**src/rtl/pocket_pkg.sv**
```systemverilog
// pocket: shared video source selection types.
package pocket;
  typedef enum logic {SRC_A, SRC_B} video_sel_t;
  localparam int RGB_W = 24;
endpackage

```
**src/rtl/video_if.sv**
```systemverilog
// video_if: one video stream (pixel data plus timing qualifiers).
interface video_if;
  logic [pocket::RGB_W-1:0] rgb;
  logic de;
  logic skip;
  logic vs;
  logic hs;
  modport source (output rgb, de, skip, vs, hs);
  modport sink (input rgb, de, skip, vs, hs);
endinterface

```
**src/rtl/video_vs_edge.sv**
```systemverilog
// video_vs_edge: flags the cycle in which vs rises (frame boundary).
module video_vs_edge (
  input  logic rgb_clock,
  input  logic reset,
  input  logic vs,
  output logic boundary
);
  logic vs_q;
  always_ff @(posedge rgb_clock)
    if (reset) vs_q <= 1'b0;
    else vs_q <= vs;
  assign boundary = vs & ~vs_q;
endmodule

```
**src/rtl/video_source_switch.sv**
```systemverilog
// video_source_switch: glitch-free switch between two video sources on frame boundaries.
module video_source_switch
  import pocket::*;
#(
  parameter int MUTE_FRAMES = 1,
  parameter int VS_TIMEOUT = 2**20,
  parameter video_sel_t RESET_SEL = SRC_A
) (
  input  logic       rgb_clock,
  input  logic       reset,
  video_if.sink      src_a,
  video_if.sink      src_b,
  video_if.source    video_out,
  input  logic       sel_valid,
  input  video_sel_t sel_target,
  output logic       sel_ready,
  output video_sel_t active_sel,
  output logic       sel_done,
  output logic       timeout_err
);
  localparam logic [1:0] RUN = 2'd0, DRAIN = 2'd1, MUTE = 2'd2;
  logic [1:0] state;
  video_sel_t target_q;
  logic [23:0] tcnt;
  logic [3:0] mcnt;
  logic bnd_a, bnd_b, cur_bnd, sel_b, tmo;
  video_vs_edge u_edge_a (.rgb_clock(rgb_clock), .reset(reset), .vs(src_a.vs), .boundary(bnd_a));
  video_vs_edge u_edge_b (.rgb_clock(rgb_clock), .reset(reset), .vs(src_b.vs), .boundary(bnd_b));
  // active_sel names the old source in DRAIN and the new one in MUTE
  assign sel_b = active_sel == SRC_B;
  assign cur_bnd = sel_b ? bnd_b : bnd_a;
  assign tmo = tcnt == 24'(VS_TIMEOUT - 1);
  assign sel_ready = state == RUN;
  always_ff @(posedge rgb_clock)
    if (reset) begin
      state <= RUN;
      active_sel <= RESET_SEL;
      target_q <= RESET_SEL;
      tcnt <= '0;
      mcnt <= '0;
      sel_done <= 1'b0;
      timeout_err <= 1'b0;
      video_out.rgb <= '0;
      video_out.de <= 1'b0;
      video_out.skip <= 1'b0;
      video_out.vs <= 1'b0;
      video_out.hs <= 1'b0;
    end else begin
      sel_done <= 1'b0;
      timeout_err <= 1'b0;
      video_out.rgb <= state == MUTE ? '0 : (sel_b ? src_b.rgb : src_a.rgb);
      video_out.de <= sel_b ? src_b.de : src_a.de;
      video_out.skip <= sel_b ? src_b.skip : src_a.skip;
      video_out.vs <= sel_b ? src_b.vs : src_a.vs;
      video_out.hs <= sel_b ? src_b.hs : src_a.hs;
      if (state == RUN) begin
        if (sel_valid && sel_target == active_sel) sel_done <= 1'b1;
        else if (sel_valid) begin
          target_q <= sel_target;
          tcnt <= '0;
          state <= DRAIN;
        end
      end else if (state == DRAIN) begin
        tcnt <= tcnt + 24'd1;
        if (cur_bnd || tmo) begin
          active_sel <= target_q;
          mcnt <= 4'(MUTE_FRAMES);
          timeout_err <= ~cur_bnd;
          state <= MUTE;
        end
      end else if (cur_bnd) begin
        mcnt <= mcnt - 4'd1;
        if (mcnt == 4'd1) begin
          sel_done <= 1'b1;
          state <= RUN;
        end
      end
    end
endmodule

```
**src/flat_wrapper.sv**
```systemverilog
// flat-port wrapper written by rule: the top's interface ports become plain ports
module video_source_switch_flat import pocket::*;
#(
  parameter int MUTE_FRAMES = 1,
  parameter int VS_TIMEOUT = 2**20,
  parameter video_sel_t RESET_SEL = SRC_A
)
  (rgb_clock, reset, sel_valid, sel_target, sel_ready, active_sel, sel_done, timeout_err, src_a_rgb, src_a_de, src_a_skip, src_a_vs, src_a_hs, src_b_rgb, src_b_de, src_b_skip, src_b_vs, src_b_hs, video_out_rgb, video_out_de, video_out_skip, video_out_vs, video_out_hs);
  video_if src_a_i ();
  video_if src_b_i ();
  video_if video_out_i ();
  input  logic rgb_clock;
  input  logic reset;
  input  logic sel_valid;
  input  video_sel_t sel_target;
  output logic sel_ready;
  output video_sel_t active_sel;
  output logic sel_done;
  output logic timeout_err;
  input wire logic [$bits(src_a_i.rgb)-1:0] src_a_rgb;
  input wire logic [$bits(src_a_i.de)-1:0] src_a_de;
  input wire logic [$bits(src_a_i.skip)-1:0] src_a_skip;
  input wire logic [$bits(src_a_i.vs)-1:0] src_a_vs;
  input wire logic [$bits(src_a_i.hs)-1:0] src_a_hs;
  input wire logic [$bits(src_b_i.rgb)-1:0] src_b_rgb;
  input wire logic [$bits(src_b_i.de)-1:0] src_b_de;
  input wire logic [$bits(src_b_i.skip)-1:0] src_b_skip;
  input wire logic [$bits(src_b_i.vs)-1:0] src_b_vs;
  input wire logic [$bits(src_b_i.hs)-1:0] src_b_hs;
  output wire logic [$bits(video_out_i.rgb)-1:0] video_out_rgb;
  output wire logic [$bits(video_out_i.de)-1:0] video_out_de;
  output wire logic [$bits(video_out_i.skip)-1:0] video_out_skip;
  output wire logic [$bits(video_out_i.vs)-1:0] video_out_vs;
  output wire logic [$bits(video_out_i.hs)-1:0] video_out_hs;
  assign src_a_i.rgb = src_a_rgb;
  assign src_a_i.de = src_a_de;
  assign src_a_i.skip = src_a_skip;
  assign src_a_i.vs = src_a_vs;
  assign src_a_i.hs = src_a_hs;
  assign src_b_i.rgb = src_b_rgb;
  assign src_b_i.de = src_b_de;
  assign src_b_i.skip = src_b_skip;
  assign src_b_i.vs = src_b_vs;
  assign src_b_i.hs = src_b_hs;
  assign video_out_rgb = video_out_i.rgb;
  assign video_out_de = video_out_i.de;
  assign video_out_skip = video_out_i.skip;
  assign video_out_vs = video_out_i.vs;
  assign video_out_hs = video_out_i.hs;
  video_source_switch #(.MUTE_FRAMES(MUTE_FRAMES), .VS_TIMEOUT(VS_TIMEOUT), .RESET_SEL(RESET_SEL)) u_core (.rgb_clock(rgb_clock), .reset(reset), .src_a(src_a_i), .src_b(src_b_i), .video_out(video_out_i), .sel_valid(sel_valid), .sel_target(sel_target), .sel_ready(sel_ready), .active_sel(active_sel), .sel_done(sel_done), .timeout_err(timeout_err));
endmodule
```
**config.mk**
```make
export PLATFORM = sky130hd
export DESIGN_NAME = video_source_switch_flat
export DESIGN_NICKNAME = d
export VERILOG_FILES = /design/src/rtl/pocket_pkg.sv /design/src/rtl/video_if.sv /design/src/rtl/video_vs_edge.sv /design/src/rtl/video_source_switch.sv /design/src/flat_wrapper.sv
export SDC_FILE = /design/constraint.sdc
export NUM_CORES = 1
export LEC_CHECK = 0
export BUFFER_PORTS_ARGS = -buffer_cell sky130_fd_sc_hd__clkbuf_2
export CORE_AREA = 3 3 94 96
export CTS_BUF_LIST = sky130_fd_sc_hd__clkbuf_8
export DETAILED_ROUTE_END_ITERATION = 7
export DIE_AREA = 0 0 97 99
export SYNTH_ARGS = -nofsm -noshare
export SYNTH_HDL_FRONTEND = slang
export SYNTH_HIERARCHICAL = 1
export SYNTH_SLANG_ARGS = --single-unit
```
**constraint.sdc**
```tcl
create_clock -name rgb_clock -period 3.96 [get_ports rgb_clock]
set_input_delay 0.792 -clock rgb_clock [delete_from_list [all_inputs] [get_ports rgb_clock]]
set_output_delay 0.792 -clock rgb_clock [all_outputs]
set_load 0.01 [all_outputs]
```
# Word-level counts from Yosys, hierarchy flattened
# Index checks and enable logic that the tools add are counted.
[totals]
ff_bits = 64
in_bits = 60
wordCells = 73
out_inout_bits = 32
[classes]
addsub = 2
muxes = 25
n_reduce_logical = 14
bitwise = 9
n_eq_ne = 9
[ops]
columns = ["op", "n"]
rows = [
  ["$mux 24", 5],
  ["$add 24x1->24 const B", 1],
  ["$eq 24x20->1 const B", 1],
  ["$mux 2", 7],
  ["$mux 4", 3],
  ["$reduce_and 3->1", 4],
  ["$mux 1", 10],
  ["$not 1->1", 7],
  ["$ne 2x2->1 const B", 3],
  ["$reduce_bool 3->1", 2],
  ["$reduce_and 5->1", 1],
  ["$eq 4x1->1 const B", 1],
  ["$reduce_bool 2->1", 2],
  ["$reduce_or 4->1", 1],
  ["$sub 4x1->4 const B", 1],
  ["$ne 3x3->1 const B", 1],
  ["$and 1x1->1", 2],
  ["$eq 2x1->1 const B", 1],
  ["$eq 2x2->1 const B", 1],
  ["$logic_not 2->1", 1],
  ["$reduce_or 2->1", 1],
  ["$eq 1x1->1", 1],
  ["$logic_and 1x1->1", 1],
  ["$logic_or 1x1->1", 1],
]

# Longest topological paths before layout
# Gate-level depths: netlist of run 1.
[depth]
ltp_word = 7
depth_mapped = 6
depth_no_buf = 6

# Cells and area by module
# The synthesis of run 1 kept the hierarchy.
[modules_own_cells]
columns = ["mod", "cells_each", "seq_area_each_um2", "area_per_inst_um2", "n_inst"]
rows = [
  ["video_source_switch", 297, 1241.2, 2683.8, 1],
  ["video_vs_edge", 3, 20.0, 47.5, 2],
]

# Worst setup path before layout of run 1
# Ideal clock, no wire load.
[synth_path]
kind = "input to register"
from = "input sel_target"
to = "register u_core.tcnt[20]"
required_time_ps = 3890
cell_stages = 5
n_path_buf = 0
setup_slack_ps = 2020
t_arrival_ps = 1870
cell_sequence = "xor2_2 > a21o_1 > nand4_1 > or3_2 > a21oi_1"
[synth_between]
elab_chain_cells = 4
[synth_lines]
columns = ["item", "line_no", "text"]
rows = [
  ["start: declaration", "flat_wrapper.sv:15", "input video_sel_t sel_target;"],
  ["$eq 1x1->1", "video_source_switch.sv:57", "if (sel_valid && sel_target == active_sel) sel_done <= 1'b1;"],
  ["$logic_and 1x1->1", "video_source_switch.sv:57", ""],
  ["$ne 2x2->1 (no source line)", "-", ""],
  ["$reduce_and 3->1 (no source line)", "-", ""],
  ["end signal: assignment", "video_source_switch.sv:64", "tcnt <= tcnt + 24'd1;"],
  ["end: declaration", "video_source_switch.sv:24", "logic [23:0] tcnt;"],
]
# No other way between the ends.
# A chain may end at the register's enable or synchronous reset.

# Worst setup path in the final report of run 1
[layout_path]
from = "register u_core.state[1]"
to = "output sel_ready"
[layout_between]
elab_chain_cells = 1
[layout_lines]
columns = ["item", "line_no", "text"]
rows = [
  ["start: declaration", "video_source_switch.sv:22", "logic [1:0] state;"],
  ["start signal: assignment", "video_source_switch.sv:36", "state <= RUN;"],
  ["start signal: assignment", "video_source_switch.sv:61", "state <= DRAIN;"],
  ["start signal: assignment", "video_source_switch.sv:69", "state <= MUTE;"],
  ["$logic_not 2->1", "video_source_switch.sv:33", "assign sel_ready = state == RUN;"],
  ["end: declaration", "flat_wrapper.sv:16", "output logic sel_ready;"],
]
# No other way between the ends.

==> impl_metrics.csv, run 1 <==
group,metric,value,unit
status,status,"finished clean",
final_layout,fin_cells,504,
routing,wl,6160,um
power,p_per_area,400,nW/um^2
synthesis,synth-seq-cells,64,
placed_design,hpwlAfterDp,4700,um
setup_path,cp_max_fo,18,
final_layout,final_common_cell,"clkbuf_2",
floorplanning,core_area,8130,um^2
synthesis,ys.warnings.count,6,
timing,skew,10.2,ps
placed_design,gp_congestion,0.790,
routing,ant_nets,0,
cts,cts_resized,0,
routing,drc,0,
setup_path,cp-start-kind,"flop",
grt,grt_max_degree,36,
synthesis,postSynthAreaPerCell,9.17,um^2
min_path,hp-class,"flop to flop",
setup_path,max_stage_delay,480,ps
grt,grt_antenna_before_repair,0,
timing,maxClockFrequency,455,MHz
routing,vias,2394,
timing,setup_viol,0,
placed_design,pre_cts_slack,1720,ps
final_layout,final_cell_mix,"clkbuf_2, dfxtp_1, nor2_1, mux2i_1, a21oi_1",
timing,worst_pin_slew,836,ps
cts,h-tree-depth,3,
timing,tns,0,ps
floorplanning,fp.dieH,99,um
setup_path,crit_type,"flop to output pin",
synthesis,yosysSeqAreaShare,0.461,
floorplanning,ios,92,
timing,fin_crit,2200,ps
placed_design,dp_cells,488,
synthesis,netlist_area,2780,um^2
cts,clock_sinks,64,
setup_path,path_cells,"nor2_1 -> clkbuf_2",
grt,grt.total_usage,0.136,
synthesis,synth_cells,303,
floorplanning,start_util,0.342,
grt,grt_pass1_wl,10600,um
cts,holdBufCountCts,0,
grt,grt_pass1_vias,2373,
timing,slew_headroom,0.443,
power,p_leak,1.43,nW
final_layout,drive_gt1_frac,0.306,
grt,overflow,0,
synthesis,ys_types,39,
timing,slew_viol_final,0,
cts,cts_made_buffers,9,
cts,cts_tree,"done",
power,peakVddDrop,0.229,mV
timing,setup_slack,1760,ps
run,drv_cap,0,
cts,cts_setup_buffers,0,
cts,clockBufferDepth,2,
cts,clk_pin_slew,70,ps
cts,worstSkewPairLatency,330,ps
final_layout,fin_nets,457,
power,p_total,1.41,mW
final_layout,n_antenna_cell,0,
floorplanning,die_width,97,um
synthesis,syn_nets,366,
setup_path,worstPathArrival,1400,ps
placed_design,port_buffers,91,
final_layout,area_growth,26.7,%
cts,ctsRootBufferMaster,"clkbuf_8",
routing,drt-pass1-iter-count,4,
timing,hold_viol,0,
timing,rsz0062_at_grt,"no",
floorplanning,num_rows,33,
routing,routedWlPerCell,12.2,um
setup_path,crit_required,3170,ps
routing,drt-vias-per-instance,4.75,
setup_path,critPathSlowestCell,"dfxtp_1",
routing,drtIter0Drc,73,
timing,finalCritPeriodShare,0.554,
floorplanning,die_area,9600,um^2
setup_path,end_kind,"output pin",
[cell families after synthesis]
logic type,count (synthesis),share of synthesized area
AND/OR/NAND/NOR,132,0.252
XOR/XNOR,19,0.0626
AO/OA/AOI/OAI,35,0.0693
flip-flops,64,0.461
multiplexers,31,0.113
buffers and inverters,19,0.0288
adder cells (fa/ha/maj),3,0.0135
[cells in the mapped netlist (all sizes together)]
| cell | instances | area share |
|---|---|---|
| or2 | 1 | 0.0023 |
| or4 | 1 | 0.0041 |
| dfxtp | 64 | 0.46 |
| or3 | 7 | 0.017 |
| o21a | 2 | 0.0054 |
| nor4 | 9 | 0.023 |
| o21ai | 11 | 0.020 |
| nand4 | 11 | 0.025 |
| a21oi | 16 | 0.029 |
| or2b | 1 | 0.0032 |
| a21o | 3 | 0.0081 |
| nand2 | 14 | 0.019 |
| and3 | 3 | 0.0072 |
| mux2i | 29 | 0.10 |
| mux2 | 2 | 0.0081 |
| nor2 | 55 | 0.074 |
| buf | 6 | 0.011 |
| nor3 | 8 | 0.016 |
| clkbuf | 6 | 0.0081 |
| inv | 7 | 0.0095 |
| ha | 3 | 0.014 |
| and4b | 2 | 0.0072 |
| o21bai | 1 | 0.0027 |
| nor2b | 4 | 0.020 |
| nand2b | 2 | 0.0045 |
| and3b | 1 | 0.0032 |
| xnor2 | 12 | 0.038 |
| xor2 | 7 | 0.025 |
| o22ai | 1 | 0.0023 |
| a31oi | 1 | 0.0023 |
| and4 | 3 | 0.0095 |
| nand3 | 10 | 0.018 |
[where the power goes]
part / internal, mW / leakage, nW / total, mW / switching, mW
clock: 0.304 / 0.101 / 0.547 / 0.243
combinational: 0.0766 / 0.799 / 0.168 / 0.0919
sequential: 0.676 / 0.525 / 0.692 / 0.0163
[stage by stage]
step / utilization / hold WS (ps) / cell area, um^2
3_5_place_dp: 0.408 / 485 / 3320
6_report: 0.433 / 499 / 3520
5_1_grt: 0.433 / 535 / 3520
2_1_floorplan: - / 458 / 2780
3_3_place_gp: 0.408 / 467 / 3320
4_1_cts: 0.433 / 504 / 3520
[final timing paths]
path / cells after the start / slack (ps) / startpoint / to
max: 2 / 1760 / u_core/state[1] / sel_ready
min: 2 / 500 / u_core/mcnt[3] / u_core/mcnt[3]
max reg2reg: 5 / 2020 / u_core/state[1] / u_core/tcnt[15]
min reg2reg: 2 / 500 / u_core/mcnt[3] / u_core/mcnt[3]
[worst max-delay path: cells and delay by family, from the launching register on]
family / cells / cell delay, ps
buffers and inverters: 1 / 210
DFF: 1 / 480
and+or+nand+nor: 1 / 380
[area by class of cell]
class / count / area (um^2)
Inverter: 7 / 26.3
Multi-Input combinational cell: 220 / 1420
Fill cell: 796 / 4610
Tap cell: 105 / 131
Clock buffer: 10 / 138
Clock inverter: 6 / 61.3
Sequential cell: 64 / 1280
Timing Repair Buffer: 92 / 463
[registers in the layout, summed over array words and instances (netlist names), 2 cells and up]
register / count
u_core/state: 2
u_core/tcnt: 24
u_core/mcnt: 4
u_core/video_out.rgb: 24
[metal layers]
| layer | part of all wire | GRT usage | routed length (um) | vias to the layer above |
|---|---|---|---|---|
| li1 | - | - | - | 1229 |
| met1 | 0.42 | 0.150 | 2560 | 1068 |
| met2 | 0.47 | 0.226 | 2890 | 86 |
| met3 | 0.096 | 0.0517 | 591 | 11 |
| met4 | 0.018 | 0.0745 | 113 | 0 |
| met5 | 0 | 0 | 0 | - |
No activity file was read; power rests on OpenSTA's default activity.
==> run 2, diff against run 1 <==
==> constraint.sdc (replaced) <==
create_clock -name rgb_clock -period 1.9 [get_ports rgb_clock]
set_input_delay 0.38 -clock rgb_clock [delete_from_list [all_inputs] [get_ports rgb_clock]]
set_output_delay 0.38 -clock rgb_clock [all_outputs]
set_load 0.01 [all_outputs]
==> run 2 against run 1 <==
Against the previous run: utilization rose by 2.4 points; largest cell class unchanged; clock power rose to 2.5 times the previous value; die area unchanged; combinational power up 120%.
==> impl_metrics.csv, run 2 (synthesis gave the netlist of run 1 again) <==
group,metric,value,unit
setup_path,crit_type,"flop to flop",
min_path,hp-class,"primary input to flop",
grt,grt_pass1_vias,2412,
routing,vias,2459,
cts,ctsRootBufferMaster,"clkbuf_8",
final_layout,postLayoutCoreUtil,0.457,
cts,clk_pin_slew,70,ps
routing,routedWlPerCell,12.7,um
floorplanning,die_area,9600,um^2
final_layout,reg_top3,"u_core/tcnt: 24 flops, u_core/video_out.rgb: 24 flops, u_core/mcnt: 4 flops",
floorplanning,core_area,8130,um^2
power,seq_power_share,0.449,
placed_design,port_buffers,91,
setup_path,max_stage_delay,560,ps
setup_path,critPathSlowestCell,"or4_4",
timing,maxClockFrequency,558,MHz
min_path,min_from,"src_a_skip",
cts,worstSkewPairLatency,340,ps
power,p_comb_frac,0.118,
setup_path,worstPathArrival,2040,ps
power,p_int,2.44,mW
power,p_leak,1.55,nW
routing,drtIter0Drc,86,
routing,wl,6600,um
cts,cts_setup_buffers,0,
final_layout,drive_gt1_frac,0.346,
cts,clock_sinks,64,
placed_design,hpwlAfterDp,5060,um
floorplanning,ios,92,
cts,cts_made_buffers,9,
routing,drt-pass1-iter-count,4,
setup_path,crit_required,2150,ps
run,drv_cap,0,
setup_path,critPathTopFamily,"simple AND/OR/NAND/NOR gates",
power,swShare,0.237,
grt,grt.total_usage,0.143,
setup_path,cp_max_fo,4,
setup_path,end_kind,"flop",
routing,ant_nets,0,
power,p_per_area,862,nW/um^2
setup_path,path_buf_inv,0,
placed_design,pre_cts_slack,31.7,ps
final_layout,final_common_cell,"clkbuf_2",
routing,drt-vias-per-instance,4.72,
timing,worst_pin_slew,611,ps
cts,cts_tree,"done",
grt,grt_antenna_before_repair,0,
final_layout,fin_nets,474,
setup_path,cp-start-kind,"flop",
cts,clockBufferDepth,2,
timing,slew_viol_final,0,
placed_design,gp_congestion,0.775,
grt,grt_max_degree,25,
cts,h-tree-depth,3,
timing,holdWs,270,ps
cts,cts_resized,0,
power,peakVddDrop,0.475,mV
grt,overflow,0,
final_layout,final_cell_mix,"clkbuf_2, dfxtp_1, nor2_1, mux2i_1, buf_4",
setup_path,startpoint,"u_core/tcnt[21]",
final_layout,area_growth,33.7,%
floorplanning,num_rows,33,
setup_path,r2r_setup_slack,110,ps
timing,setup_slack,108,ps
cts,holdBufCountCts,0,
timing,slew_headroom,0.592,
power,p_total,3.20,mW
floorplanning,start_util,0.342,
floorplanning,fp.dieH,99,um
status,status,"finished clean",
grt,grt_pass1_wl,11100,um
setup_path,r2r_start,"u_core/tcnt[21]",
timing,skew,5.70,ps
timing,setup_viol,0,
timing,tns,0,ps
routing,drc,0,
floorplanning,die_width,97,um
power,switchingPower,0.758,mW
timing,fin_crit,1790,ps
setup_path,path_cells,"or4_4 -> nor3_2 -> nand4_1 -> mux2_2 -> a31oi_1",
timing,hold_viol,0,
power,clkPwrFrac,0.434,
timing,finalCritPeriodShare,0.943,
final_layout,n_antenna_cell,0,
-- run 2: cell count changes in the layout (fill, tap and decap cells not counted), sizes merged --
cell,change
clkbuf,-1
clkinvlp,-1
bufinv,+2
buf,+17
clkinv,+1
inv,-1
-- run 2: layout make-up --
| type | instances | area, um^2 |
|---|---|---|
| Fill cell | 788 | 4420 |
| Multi-Input combinational cell | 220 | 1450 |
| Sequential cell | 64 | 1280 |
| Timing Repair Buffer | 109 | 591 |
| Tap cell | 105 | 131 |
| Clock buffer | 9 | 124 |
| Clock inverter | 7 | 111 |
| Inverter | 7 | 26.3 |
-- run 2: worst min-delay path: cells and delay by family --
kind / cells / cell delay [ps]
mux: 1 / 50
simple gates: 1 / 70
buf+inv: 1 / 70
-- run 2: routing by layer --
| metal | up-vias | part of all wire | global-route usage |
|---|---|---|---|
| met5 | - | 0 | 0 |
| met4 | 0 | 0.016 | 0.0605 |
| met3 | 6 | 0.091 | 0.0587 |
| met2 | 84 | 0.46 | 0.230 |
| met1 | 1101 | 0.43 | 0.168 |
| li1 | 1268 | - | - |
-- run 2: power by group through the flow --
| stage | clock network (mW) | registers [mW] | logic (mW) |
|---|---|---|---|
| after floorplan | 0 | 1.49 | 0.185 |
| after global placement | 0 | 1.46 | 0.376 |
| after detailed placement | 0 | 1.47 | 0.381 |
| after CTS | 1.42 | 1.44 | 0.382 |
| after global routing | 1.48 | 1.44 | 0.425 |
| final | 1.39 | 1.44 | 0.377 |
-- run 2: stage by stage --
stage	area, um^2	instances
detailed placement	3450	505
floorplan	2780	303
global placement	3450	505
global route	3710	521
finish	3710	521
CTS	3680	521
-- run 2: worst paths after layout --
| check | endpoint | cells past startpoint |
|---|---|---|
| worst max-delay path | u_core/active_sel | 5 |
| worst min-delay path | u_core/video_out.skip | 3 |
| worst max register to register | u_core/active_sel | 5 |
| worst min register to register | u_core/tcnt[1] | 2 |
==> run 3, diff against run 2 <==
==> constraint.sdc (replaced) <==
create_clock -name rgb_clock -period 1.9 [get_ports rgb_clock]
set_input_delay 0.19 -clock rgb_clock [delete_from_list [all_inputs] [get_ports rgb_clock]]
set_output_delay 0.19 -clock rgb_clock [all_outputs]
set_load 0.01 [all_outputs]
==> run 3 against run 2 <==
Against the previous run: clock power increased by 6%; highest routed layer unchanged; largest cell class unchanged; utilization increased by 0.29 points; largest power group is now the clock network; via count increased by 0.49%; first-iteration DRC count increased by 9.3%; sequential share of layout area decreased by 0.22 points; combinational power about the same; clock-buffer cell count increased by 1; routed wire length increased by 0.29%; die area unchanged.
==> impl_metrics.csv, run 3 (synthesis gave the netlist of run 1 again) <==
group,metric,value,unit
status,status,"finished clean",
cts,clockBufferDepth,2,
routing,drt-pass1-iter-count,4,
timing,setup_viol,0,
floorplanning,die_width,97,um
final_layout,multiInputGateArea,1450,um^2
final_layout,n_antenna_cell,0,
floorplanning,start_util,0.342,
timing,setup_slack,115,ps
cts,holdBufCountCts,0,
power,p_leak,1.56,nW
final_layout,ff_latch_area,1280,um^2
final_layout,fin_nets,475,
cts,ctsRootBufferMaster,"clkbuf_8",
setup_path,worstPathArrival,2050,ps
grt,grt_max_degree,25,
placed_design,gp_congestion,0.823,
routing,ant_nets,0,
floorplanning,num_rows,33,
floorplanning,ios,92,
timing,skew,8.71,ps
timing,finalCritPeriodShare,0.939,
grt,grt.total_usage,0.141,
placed_design,hpwlAfterDp,5030,um
power,peakVddDrop,0.476,mV
grt,grt_pass1_vias,2412,
placed_design,pre_cts_slack,89.1,ps
setup_path,path_buf_inv,0,
run,drv_cap,0,
routing,vias,2471,
setup_path,max_stage_delay,550,ps
timing,worst_pin_slew,653,ps
final_layout,final_common_cell,"clkbuf_2",
min_path,hp-class,"primary input to flop",
setup_path,cp_max_fo,4,
cts,cts_tree,"done",
timing,tns,0,ps
routing,wl,6620,um
timing,slew_headroom,0.565,
cts,h-tree-depth,3,
setup_path,cp-start-kind,"flop",
cts,clk_pin_slew,80,ps
cts,cts_resized,0,
floorplanning,fp.dieH,99,um
floorplanning,core_area,8130,um^2
routing,drc,0,
grt,grt_pass1_wl,11000,um
final_layout,drive_gt1_frac,0.350,
cts,cts_setup_buffers,0,
timing,rsz0062_at_grt,"no",
cts,clock_sinks,64,
timing,fin_crit,1790,ps
routing,drt-vias-per-instance,4.73,
routing,routedWlPerCell,12.7,um
final_layout,reg_top3,"u_core/tcnt: 24 flops, u_core/video_out.rgb: 24 flops, u_core/mcnt: 4 flops",
timing,hold_viol,0,
setup_path,crit_type,"flop to flop",
placed_design,port_buffers,91,
setup_path,critPathSlowestCell,"or4_4",
setup_path,path_cells,"or4_4 -> nor3_1 -> nand4_1 -> mux2_2 -> a31oi_1",
final_layout,nFillCells,760,
floorplanning,die_area,9600,um^2
cts,worstSkewPairLatency,340,ps
setup_path,end_kind,"flop",
setup_path,critPathTopFamily,"simple AND/OR/NAND/NOR gates",
timing,slew_viol_final,0,
setup_path,crit_required,2160,ps
power,p_per_area,878,nW/um^2
cts,cts_made_buffers,9,
routing,drtIter0Drc,94,
grt,grt_antenna_before_repair,0,
final_layout,area_growth,34.5,%
final_layout,final_cell_mix,"clkbuf_2, dfxtp_1, nor2_1, mux2i_1, buf_4",
timing,maxClockFrequency,560,MHz
grt,overflow,0,
[run 3: cell types whose count changed in the layout (fill, tap and decap cells not counted), sizes merged]
cell / before / now
clkinv: 2 / 1
clkbuf: 100 / 101
buf: 18 / 19
[run 3: final cells by class]
class / count / share of cell area
multi-input combinational: 220 / 0.387
sequential: 64 / 0.343
timing repair buffer: 110 / 0.160
clock buffer: 10 / 0.0368
tap: 105 / 0.0351
clock inverter: 6 / 0.0308
inverter: 7 / 0.00703
[run 3: power by group]
group          switching, mW  internal [mW]  leakage (nW)
Combinational          0.206          0.173         0.908
Sequential            0.0295           1.41         0.526
Clock                  0.551          0.914         0.123
[run 3: tightest hold or removal path, delay by kind of cell]
kind | cells | cell delay (ps)
multiplexers | 1 | 50
buffers and inverters | 1 | 70
AND/OR/NAND/NOR | 1 | 70
[run 3: worst paths after layout]
check | slack (ps) | startpoint | cells after the start | to
max | 110 | u_core/tcnt[21] | 5 | u_core/active_sel
min reg2reg | 490 | u_core/mcnt[3] | 2 | u_core/mcnt[3]
max reg2reg | 110 | u_core/tcnt[21] | 5 | u_core/active_sel
min | 80 | src_b_rgb[22] | 3 | u_core/video_out.rgb[22]
[run 3: metal layers]
metal  track usage  vias to the layer above  wire length, um  share of wire
li1              -                     1268                -              -
met2         0.229                       91             3070           0.46
met1         0.158                     1107             2830           0.43
met3        0.0609                        5              662           0.10
met4        0.0702                        0               61         0.0092
met5             0                        -                0              0
[run 3: per-stage QoR]
stage / utilization / hold WS [ps] / std cells / cell area [um^2] / total power, mW
final: 0.460 / 76.3 / 522 / 3740 / 3.28
after CTS: 0.456 / 56.0 / 522 / 3710 / 3.32
after global placement: 0.425 / 421 / 506 / 3460 / 1.84
after detailed placement: 0.425 / 427 / 506 / 3460 / 1.85
after floorplan: - / 254 / 303 / 2780 / 1.67
after global routing: 0.460 / 72.5 / 522 / 3740 / 3.43
